**config.mk**
```make
export PLATFORM = sky130hd
export DESIGN_NAME = rob_dual_commit
export DESIGN_NICKNAME = d
export VERILOG_FILES = /design/src/rtl/rob_pkg.sv /design/src/rtl/rob_commit_sel.sv /design/src/rtl/rob_dual_commit.sv
export SDC_FILE = /design/constraint.sdc
export NUM_CORES = 2
export LEC_CHECK = 0
export ABC_CLOCK_PERIOD_IN_PS = 15550
export CORE_ASPECT_RATIO = 0.8
export CORE_MARGIN = 5
export CORE_UTILIZATION = 45
export CTS_BUF_LIST = sky130_fd_sc_hd__clkbuf_8
export DETAILED_ROUTE_END_ITERATION = 8
export MAX_ROUTING_LAYER = met4
export RECOVER_POWER = 25
export SYNTH_ARGS = -nofsm -noshare
export SYNTH_HDL_FRONTEND = slang
export SYNTH_SLANG_ARGS = --single-unit
```
**constraint.sdc**
```tcl
create_clock -name clk -period 15.55 [get_ports clk]
set_input_delay 1.555 -clock clk [delete_from_list [all_inputs] [get_ports clk]]
set_output_delay 1.555 -clock clk [all_outputs]
set_load 0.02 [all_outputs]
```
**src/rtl/rob_pkg.sv**
```systemverilog
// Shared types for the dual-commit reorder buffer: entry classes and the
// per-entry control record.
package rob_pkg;

  localparam int RD_W = 5;

  typedef enum logic [1:0] {
    KIND_REG    = 2'd0,
    KIND_BRANCH = 2'd1,
    KIND_JUMP   = 2'd2,
    KIND_STORE  = 2'd3
  } kind_t;

  typedef struct packed {
    kind_t           kind;
    logic [RD_W-1:0] rd;
  } entry_t;

endpackage

```
**src/rtl/rob_commit_sel.sv**
```systemverilog
// Retire-slot selection: decides what the head (and head+1) entries retire as
// this cycle, and whether the head control transfer was mispredicted.
module rob_commit_sel
  import rob_pkg::*;
#(
  parameter int DATA_W = 32
) (
  input  logic              head_valid,
  input  logic              pair_valid,
  input  logic              head_done,
  input  kind_t             head_kind,
  input  logic [DATA_W-1:0] head_pc,
  input  logic [DATA_W-1:0] head_pred_pc,
  input  logic [DATA_W-1:0] head_target,
  input  logic              nxt_done,
  input  kind_t             nxt_kind,
  output logic              slot0,
  output logic              slot1,
  output logic              slot0_wr,
  output logic              slot0_store,
  output logic              slot0_branch,
  output logic              mispredict,
  output logic              taken
);

  always_comb begin
    slot0        = head_valid && head_done;
    slot0_wr     = slot0 && (head_kind == KIND_REG || head_kind == KIND_JUMP);
    slot0_store  = slot0 && (head_kind == KIND_STORE);
    slot0_branch = slot0 && (head_kind == KIND_BRANCH);
    // The second slot only pairs two plain register writes.
    slot1        = slot0 && (head_kind == KIND_REG) && pair_valid && nxt_done
                   && (nxt_kind == KIND_REG);
    mispredict   = slot0 && (head_kind == KIND_JUMP || head_kind == KIND_BRANCH)
                   && (head_target != head_pred_pc);
    taken        = head_target != (head_pc + DATA_W'(4));
  end

endmodule

```
**src/rtl/rob_dual_commit.sv**
```systemverilog
// Reorder buffer retiring up to two entries per cycle, with writeback
// forwarding to operand lookups and self-flush on a committed mispredict.
module rob_dual_commit
  import rob_pkg::*;
#(
  parameter int DEPTH     = 16,
  parameter int IDX_W     = $clog2(DEPTH),
  parameter int WB_CH     = 2,
  parameter int DATA_W    = 32,
  parameter int LSB_IDX_W = 4
) (
  input  logic                    clk,
  input  logic                    reset,
  input  logic                    ready,
  input  logic                    clear,
  input  logic                    alloc_valid,
  output logic                    alloc_ready,
  output logic [IDX_W-1:0]        alloc_idx,
  input  logic [1:0]              push_kind,
  input  logic [4:0]              push_rd,
  input  logic [DATA_W-1:0]       push_pc,
  input  logic [DATA_W-1:0]       push_pred_pc,
  input  logic [LSB_IDX_W-1:0]    push_lsb_idx,
  input  logic [WB_CH-1:0]        wb_valid,
  input  logic [WB_CH*IDX_W-1:0]  wb_idx,
  input  logic [WB_CH*DATA_W-1:0] wb_val,
  input  logic [WB_CH*DATA_W-1:0] wb_target,
  input  logic [IDX_W-1:0]        src1_idx,
  input  logic [IDX_W-1:0]        src2_idx,
  output logic                    src1_ok,
  output logic                    src2_ok,
  output logic [DATA_W-1:0]       src1_val,
  output logic [DATA_W-1:0]       src2_val,
  output logic [1:0]              cm_valid,
  output logic [9:0]              cm_rd,
  output logic [2*IDX_W-1:0]      cm_idx,
  output logic [2*DATA_W-1:0]     cm_val,
  output logic                    st_commit,
  output logic [LSB_IDX_W-1:0]    st_lsb_idx,
  output logic [IDX_W-1:0]        rob_head,
  output logic                    jump,
  output logic [DATA_W-1:0]       pc_jumpto,
  output logic                    rob_clear,
  output logic                    pred_upd,
  output logic [DATA_W-1:0]       pred_upd_pc,
  output logic                    pred_res
);

  logic [IDX_W-1:0]     head, tail, head_nxt;
  logic [IDX_W:0]       count;
  logic [DEPTH-1:0]     done, done_next;
  entry_t               ctl    [DEPTH];
  logic [DATA_W-1:0]    pc_q   [DEPTH];
  logic [DATA_W-1:0]    pred_q [DEPTH];
  logic [DATA_W-1:0]    val_q  [DEPTH];
  logic [DATA_W-1:0]    tgt_q  [DEPTH];
  logic [LSB_IDX_W-1:0] lsb_q  [DEPTH];

  logic [WB_CH-1:0] wb_hit;
  logic [IDX_W-1:0] wb_i [WB_CH];
  logic [IDX_W-1:0] wb_off;
  logic             push_ok;
  logic [1:0]       n_commit;
  logic slot0, slot1, slot0_wr, slot0_store, slot0_branch, mispredict, taken;

  assign head_nxt    = head + IDX_W'(1);
  assign alloc_ready = count != (IDX_W+1)'(DEPTH);
  assign alloc_idx   = tail;
  assign rob_head    = head;
  assign push_ok     = alloc_valid && alloc_ready && !mispredict;
  assign n_commit    = {1'b0, slot0} + {1'b0, slot1};

  rob_commit_sel #(.DATA_W(DATA_W)) u_sel (
    .head_valid   (count != '0),
    .pair_valid   (count >= (IDX_W+1)'(2)),
    .head_done    (done[head]),
    .head_kind    (ctl[head].kind),
    .head_pc      (pc_q[head]),
    .head_pred_pc (pred_q[head]),
    .head_target  (tgt_q[head]),
    .nxt_done     (done[head_nxt]),
    .nxt_kind     (ctl[head_nxt].kind),
    .slot0        (slot0),
    .slot1        (slot1),
    .slot0_wr     (slot0_wr),
    .slot0_store  (slot0_store),
    .slot0_branch (slot0_branch),
    .mispredict   (mispredict),
    .taken        (taken)
  );

  // A writeback only lands if its index lies inside the live head..tail window.
  always_comb begin
    wb_hit = '0;
    wb_off = '0;
    for (int c = 0; c < WB_CH; c++) begin
      wb_i[c]   = wb_idx[c*IDX_W +: IDX_W];
      wb_off    = wb_i[c] - head;
      wb_hit[c] = wb_valid[c] && ({1'b0, wb_off} < count);
    end
  end

  always_comb begin
    done_next = done;
    if (slot0) done_next[head] = 1'b0;
    if (slot1) done_next[head_nxt] = 1'b0;
    for (int c = 0; c < WB_CH; c++)
      if (wb_hit[c]) done_next[wb_i[c]] = 1'b1;
    if (push_ok) done_next[tail] = (push_kind == KIND_STORE);
  end

  always_comb begin
    src1_ok  = 1'b0;
    src1_val = '0;
    src2_ok  = 1'b0;
    src2_val = '0;
    if (done[src1_idx]) begin
      src1_ok  = 1'b1;
      src1_val = val_q[src1_idx];
    end else begin
      for (int c = 0; c < WB_CH; c++)
        if (wb_valid[c] && wb_idx[c*IDX_W +: IDX_W] == src1_idx) begin
          src1_ok  = 1'b1;
          src1_val = wb_val[c*DATA_W +: DATA_W];
        end
    end
    if (done[src2_idx]) begin
      src2_ok  = 1'b1;
      src2_val = val_q[src2_idx];
    end else begin
      for (int c = 0; c < WB_CH; c++)
        if (wb_valid[c] && wb_idx[c*IDX_W +: IDX_W] == src2_idx) begin
          src2_ok  = 1'b1;
          src2_val = wb_val[c*DATA_W +: DATA_W];
        end
    end
  end

  // Payload storage needs no reset: done/count gate every use of it.
  always_ff @(posedge clk) begin
    if (ready && !clear) begin
      for (int c = 0; c < WB_CH; c++)
        if (wb_hit[c]) begin
          val_q[wb_i[c]] <= wb_val[c*DATA_W +: DATA_W];
          tgt_q[wb_i[c]] <= wb_target[c*DATA_W +: DATA_W];
        end
      if (push_ok) begin
        ctl[tail]    <= '{kind: kind_t'(push_kind), rd: push_rd};
        pc_q[tail]   <= push_pc;
        pred_q[tail] <= push_pred_pc;
        lsb_q[tail]  <= push_lsb_idx;
      end
    end
  end

  always_ff @(posedge clk or posedge reset) begin
    if (reset) begin
      head        <= '0;
      tail        <= '0;
      count       <= '0;
      done        <= '0;
      cm_valid    <= '0;
      cm_rd       <= '0;
      cm_idx      <= '0;
      cm_val      <= '0;
      st_commit   <= 1'b0;
      st_lsb_idx  <= '0;
      jump        <= 1'b0;
      pc_jumpto   <= '0;
      rob_clear   <= 1'b0;
      pred_upd    <= 1'b0;
      pred_upd_pc <= '0;
      pred_res    <= 1'b0;
    end else if (clear || !ready) begin
      if (clear) begin
        head  <= '0;
        tail  <= '0;
        count <= '0;
        done  <= '0;
      end
      cm_valid  <= '0;
      st_commit <= 1'b0;
      jump      <= 1'b0;
      rob_clear <= 1'b0;
      pred_upd  <= 1'b0;
    end else begin
      if (mispredict) begin
        head  <= '0;
        tail  <= '0;
        count <= '0;
        done  <= '0;
      end else begin
        head  <= head + IDX_W'(n_commit);
        tail  <= tail + IDX_W'(push_ok);
        count <= count + (IDX_W+1)'(push_ok) - (IDX_W+1)'(n_commit);
        done  <= done_next;
      end
      cm_valid    <= {slot1, slot0_wr};
      cm_rd       <= {ctl[head_nxt].rd, ctl[head].rd};
      cm_idx      <= {head_nxt, head};
      cm_val      <= {val_q[head_nxt], val_q[head]};
      st_commit   <= slot0_store;
      st_lsb_idx  <= lsb_q[head];
      jump        <= mispredict;
      rob_clear   <= mispredict;
      pc_jumpto   <= tgt_q[head];
      pred_upd    <= slot0_branch;
      pred_upd_pc <= pc_q[head];
      pred_res    <= slot0_branch && taken;
    end
  end

endmodule

```
**Yosys cells after proc, flatten, opt, wreduce, memory -nomap -nowiden**

Memory sizes are Yosys's and may differ from the RTL's. A register that Yosys moved wholly into a read port is not among the register bits.
Index checks and enable logic that the tools add are counted.

- Mux-type cells: 60
- Bitwise gates (word level): 6
- Multiply operators: 0
- Add/sub/neg operators: 9
- Divide/modulo/power cells: 0
- Equality and inequality tests: 12
- Order comparisons: 15
- Reduce and logical (&&, ||, !) cells: 37
- Shifts and indexed selects: 0

Operators with widths:

| operator | number |
|---|---|
| $mux W32 | 6 |
| $mux W16 | 8 |
| $ne A32 B32 Y1 | 2 |
| $lt A4 B5 Y1 const B | 7 |
| $add A32 B3 Y32 const B | 1 |
| $and A16 B16 Y16 | 2 |
| $not A16 Y16 | 2 |
| $or A16 B16 Y16 | 2 |
| $mux W1 | 27 |
| $logic_and A1 B1 Y1 | 25 |
| $demux W1 S4 | 5 |
| $ge A4 B1 Y1 const B | 5 |
| $mux W4 | 5 |
| $bmux W1 S4 | 4 |
| $bwmux W16 | 1 |
| $eq A4 B4 Y1 | 4 |
| $mux W5 | 3 |
| $lt A4 B5 Y1 | 2 |
| $sub A4 B4 Y4 | 2 |
| $eq A2 B2 Y1 const B | 3 |
| $logic_not A1 Y1 | 6 |
| $add A5 B1 Y5 | 1 |
| $ge A5 B2 Y1 const B | 1 |
| $ne A5 B5 Y1 const B | 1 |
| other kinds (11) | 14 |

- Flip-flop bits (word level): 117
- Output and inout port bits: 232
- Bits in read-only memories: 0
- Logic and storage cells: 158
- Input bits: 226
- Bits in latches: 0
- Memories kept: 6
- Memory bits (writable): 2224

Memories:

| name | words | bits a word | read ports | clocked after memory_dff | wr ports | line | source |
|---|---|---|---|---|---|---|---|
| pc_q | 16 | 32 | 1 | 0 | 1 | rob_dual_commit.sv:53 | `logic [DATA_W-1:0] pc_q [DEPTH];` |
| pred_q | 16 | 32 | 1 | 0 | 1 | rob_dual_commit.sv:54 | `logic [DATA_W-1:0] pred_q [DEPTH];` |
| tgt_q | 16 | 32 | 1 | 0 | 2 | rob_dual_commit.sv:56 | `logic [DATA_W-1:0] tgt_q [DEPTH];` |
| val_q | 16 | 32 | 4 | 2 | 2 | rob_dual_commit.sv:55 | `logic [DATA_W-1:0] val_q [DEPTH];` |
| ctl | 16 | 7 | 2 | 0 | 1 | rob_dual_commit.sv:52 | `entry_t ctl [DEPTH];` |
| lsb_q | 16 | 4 | 1 | 1 | 1 | rob_dual_commit.sv:57 | `logic [LSB_IDX_W-1:0] lsb_q [DEPTH];` |

**Longest topological paths before layout**

- Depth in word-level cells: 17
- Mapped depth: 32
- Depth with buffers taken out: 19

**Cells and area by module**

Synthesis repeated with hierarchy kept, for this count alone.

- Cells, all modules: 7078
- Area total of the unflattened synthesis: 121162.5 µm²

By module, submodules not included:

| module | instances | cells an instance | area an instance (µm²) | seq. area each (µm²) |
|---|---|---|---|---|
| rob_dual_commit | 1 | 6857 | 119528.4 | 71413.5 |
| rob_commit_sel | 1 | 221 | 1634.1 | 0.0 |

**Worst setup path before layout**

Ideal clock, no wire load.

- Path type: reg2reg
- From: register head[1] (netlist: rob_head[1])
- To: memory ctl[15][0] (netlist bit) (enable)
- Buffers on the path: 12
- Data required time: 14.857 ns
- Arrival time: 11.821 ns
- Period minus slack after synthesis: 12.514 ns
- Slack: 3.036 ns
- Cell stages (with the launch flop): 20
- Setup time: 0.693 ns
- Path through: dfrtp_1 > buf_2 > buf_2 > buf_4 > buf_6 > buf_6 > buf_4 > buf_2 > buf_1 > buf_2 > clkbuf_1 > clkbuf_1 > mux4_2 > mux4_2 > inv_1 > ha_1 > o311ai_2 > nand3_2 > clkbuf_1 > nor4_1

- Longest elaborated chain between the ends: 10
- Elaborated cells between the ends (all ways): 17
- Classes of those cells: 3 x eq/ne; 5 x mux; 6 x reduce/logical; 3 x memory

Ends and longest elaborated chain:

| what | line | source |
|---|---|---|
| start: declaration | rob_dual_commit.sv:49 | `logic [IDX_W-1:0] head, tail, head_nxt;` |
| start signal: assignment | rob_dual_commit.sv:193 | `head <= head + IDX_W'(n_commit);` |
| branches (longest 4 deep; another with $mem_v2 Z16 W32) | -- |  |
| $logic_and A1 B1 Y1 * | rob_commit_sel.sv:35 | `&& (head_target != head_pred_pc);` |
| $logic_not A1 Y1 * | rob_dual_commit.sv:70 | `assign push_ok = alloc_valid && alloc_ready && !mispredict;` |
| $logic_and A1 B1 Y1 * | rob_dual_commit.sv:70 |  |
| $mux W1 * | rob_dual_commit.sv:147 | `if (push_ok) begin` |
| $mux W1 * | rob_dual_commit.sv:141 | `if (ready && !clear) begin` |
| $mux W1 (implied by the code) * | rob_dual_commit.sv:148 | `ctl[tail] <= '{kind: kind_t'(push_kind), rd: push_rd};` |
| end: declaration | rob_dual_commit.sv:52 |  |

Every way passes the cells marked *. The select of a mux whose other input is x is not followed.

**Final worst setup path**

- From: register head[0] (netlist: rob_head[0])
- To: memory lsb_q[8][0] (enable)

- Longest elaborated chain between the ends: 10
- Elaborated cells between the ends (all ways): 17
- Classes of those cells: 3 x eq/ne; 5 x mux; 6 x reduce/logical; 3 x memory

Ends and longest elaborated chain:

| what | line | source |
|---|---|---|
| branches (longest 4 deep; another with $mem_v2 Z16 W32) | -- |  |
| $logic_and A1 B1 Y1 * | rob_commit_sel.sv:35 |  |
| $logic_not A1 Y1 * | rob_dual_commit.sv:70 |  |
| $logic_and A1 B1 Y1 * | rob_dual_commit.sv:70 |  |
| $mux W1 * | rob_dual_commit.sv:147 |  |
| $mux W1 * | rob_dual_commit.sv:141 |  |
| $mux W1 (implied by the code) * | rob_dual_commit.sv:151 | `lsb_q[tail] <= push_lsb_idx;` |
| end: declaration | rob_dual_commit.sv:57 |  |

Marked as above.

==> impl_metrics.yaml <==
critical_path:
  reg2reg_from: "rob_head[0]$_DFFE_PP0P_"
  r2r_cells: 13
  crit_start: "rob_head[0]$_DFFE_PP0P_"
  worst-path-max-fanout: 54
  crit_chain: "buf_4, buf_4, mux4_1, mux4_2, xnor2_1, nand4_1, or4_1, o311ai_2, nand3_2, or2_1, nor2_4, buf_4, buf_4"
  required_ns: 16.16
  slowest_stage: "dfrtp_4"
  startpoint_type: "flop"
  crit_buf_inv: 4
  cpMostUsedCell: "buf_4"
  r2r-end: "lsb_q[8][0]$_DFFE_PP_"
  slowest_delay_ns: 0.91
  critPathKind: "reg -> reg"
  worstSetupEndpointType: "flop"
  critical_path.top_delay_family: "buffers and inverters"
  reg2reg_slack_ns: 6.25
  worstPathArrival_ns: 9.90
synthesis:
  synth-async-reset-ratio_pct: 7.68
  synth_seq_area_share_pct: 59.2
  syn-cell-area_um2: 121000
  yosys_warnings: 0
  syn_inst: 6829
  ys_types: 80
  synth_edf_count: 2224
  syn_nets: 7093
  ys.flop_type: "edfxtp_1"
  ys_ff_latch: 2409
  avgSynthCellArea_um2: 17.7
clock_tree:
  post-cts-setup-buffers: 0
  holdBufCountCts: 0
  clkTransAtPathRegs_ns: 0.06
  clock_sinks: 2409
  cts_buffers: 398
  clock_tree.root_cell: "clkbuf_8"
  max-clock-path-buffers: 4
  cts_resized: 0
  cts_tree: "yes"
  clock_latency_ns: 1.03
  h-tree-depth: 5
timing:
  setup_viol_count_final: 0
  fin_skew_ns: 0.101
  finalWorstSetupSlack_ns: 6.25
  worstMarginPinSlew_ns: 5.10
  finalCriticalPeriod_ns: 9.30
  grt_setup_unrepaired: "false"
  maxSlewHeadroom_pct: -242
  fin_tns_setup_ns: 0
  period_share_pct: 59.8
  finalHoldViolations: 0
  slew_viol_final: 102
  fmax_mhz: 108
grt:
  grt_util_all_layers_pct: 30.2
  grt_max_degree: 145
  grt_pass1_wl_um: 579000
  first_global_vias: 72878
  antenna_found_initial: 104
  grt_remaining_overflow: 0
power_and_ir_drop:
  p_per_area_nw_per_um2: 104
  ir_drop_v: 0.0000692
  p_leak_uw: 0.0432
  power_uw: 14100
run:
  drv_cap: 1
place:
  place_congestion: 0.874
  dp_worst_setup_slack_ns: 6.28
  io_buffers: 457
  hpwl_um: 239000
die:
  initial_core_util_pct: 45.1
  die_x_um: 589
  die-area_um2: 279000
  rows: 170
  die_h_um: 473
  core_area_um2: 268000
  num_io_pins: 458
worst_hold_path:
  holdPathStages: 2
  hold_class: "reg -> reg"
  holdPathEnd: "cm_val[9]$_DFFE_PP0P_"
  hold_path.startpoint: "cm_val[9]$_DFFE_PP0P_"
status:
  violations: "capacitance limit, slew limit"
  status: "finished with violations"
finish:
  fin_util_pct: 50.9
  nNetsFinal: 7472
  drive_gt1_share_pct: 38.6
  area_growth_pct: 12.9
routing:
  route.detailed.drc: 0
  wirelength_um: 415000
  first_pass_iters: 5
  wl_per_cell_um: 37.3
  postRouteAntennaNets: 0
  viasPerCell: 6.63
  num_vias: 73680
  first_iter_violations: 9683
==> registers in the layout, summed over array words and instances (netlist names), 5 cells and up <==
name,flops
ctl,112
cm_rd,10
pc_q,512
pred_upd_pc,32
cm_idx,8
count,5
pc_jumpto,32
cm_val,64
tgt_q,512
lsb_q,64
val_q,512
pred_q,512
done,16
==> final cells by class <==
cell class / instances / area (µm²)
antenna: 57 / 143
clock buffer: 446 / 6140
clock inverter: 283 / 1410
fill: 21855 / 131000
inverter: 31 / 118
multi-input combinational: 3734 / 46500
sequential: 2409 / 71400
tap: 3526 / 4410
timing repair buffer: 634 / 5990
==> power breakdown <==
group,total (µW),switching [µW],internal [µW]
clock network,5400,2660,2740
registers,7260,78.1,7180
logic,1450,818,630
==> cell usage after synthesis (all sizes together), types with 5 or more instances <==
cell / n / share of area, %
a21o: 6 / 0.037
a21oi: 19 / 0.079
a221oi: 5 / 0.041
a22o: 12 / 0.087
a22oi: 118 / 0.73
a2bb2oi: 6 / 0.044
a31oi: 14 / 0.073
a32oi: 7 / 0.051
and2: 12 / 0.062
and3: 5 / 0.026
and4: 7 / 0.051
buf: 238 / 1.2
clkbuf: 417 / 1.3
dfrtp: 185 / 3.8
edfxtp: 2224 / 55
ha: 34 / 0.35
inv: 31 / 0.096
mux2: 1025 / 9.6
mux4: 1144 / 22
nand2: 703 / 2.2
nand2b: 9 / 0.047
nand3: 104 / 0.44
nand4: 15 / 0.088
nor2: 78 / 0.24
nor2b: 7 / 0.036
nor3: 23 / 0.095
nor4: 13 / 0.085
nor4b: 10 / 0.073
o21ai: 148 / 0.61
o22a: 7 / 0.051
o311a: 7 / 0.058
o311ai: 9 / 0.072
o41ai: 8 / 0.058
or2: 8 / 0.042
or3: 8 / 0.042
xnor2: 56 / 0.41
xor2: 50 / 0.36
==> metrics by stage <==
step	hold WS, ns	cells	instance area (µm²)
final	0.472	11120	136000
after global routing	0.483	11103	136000
after CTS	0.478	11063	136000
after global placement	0.459	10334	128000
after floorplan	0.473	6829	121000
after detailed placement	0.465	10334	128000
==> placed cells by master, fill, tap and decap left out, drive strengths merged, types with 14 or more instances in the layout <==
cell type	synthesis	layout
nor2	78	78
clkinv	0	118
a22oi	118	118
nand3	104	104
edfxtp	2224	2224
inv	31	180
dlygate4sd3	0	76
xor2	50	50
o21ai	148	148
diode	0	57
nand2	703	703
ha	34	34
buf	238	185
clkdlybuf4s50	0	373
nor3	23	23
a31oi	14	14
clkbuf	417	446
mux4	1144	1144
xnor2	56	56
dfrtp	185	185
a21oi	19	19
mux2	1025	1025
nand4	15	15
==> worst min-delay path, cell delays in order (launching register included) <==
cell     delay, ns
dfrtp_1       0.34
nand2_1       0.05
nand2_1       0.05
==> logic make-up after synthesis <==
kind of cell	synth area share, %
flops	59.2
mux	31.1
simple gates	3.62
buf+inv	2.61
compound gates	2.26
xor+xnor	0.770
fa+ha+maj	0.419
==> how the worst max path moves through the flow <==
| stage | to | slack [ns] | cells after the start |
|---|---|---|---|
| floorplan | ctl[15][0]$_DFFE_PP_ | 3.04 | 19 |
| global placement | lsb_q[8][0]$_DFFE_PP_ | 6.37 | 13 |
| detailed placement | pred_q[8][27]$_DFFE_PP_ | 6.28 | 13 |
| CTS | pred_q[8][16]$_DFFE_PP_ | 6.21 | 13 |
| global route | lsb_q[8][0]$_DFFE_PP_ | 5.86 | 13 |
| finish | lsb_q[8][0]$_DFFE_PP_ | 6.25 | 13 |
==> layer usage <==
layer	track usage (%)	share of wire (%)
met2	43.4	44
met1	42.1	41
met5	-	0
met4	10.8	4.1
met3	7.59	11
No activity file was read; power rests on OpenSTA's default activity.
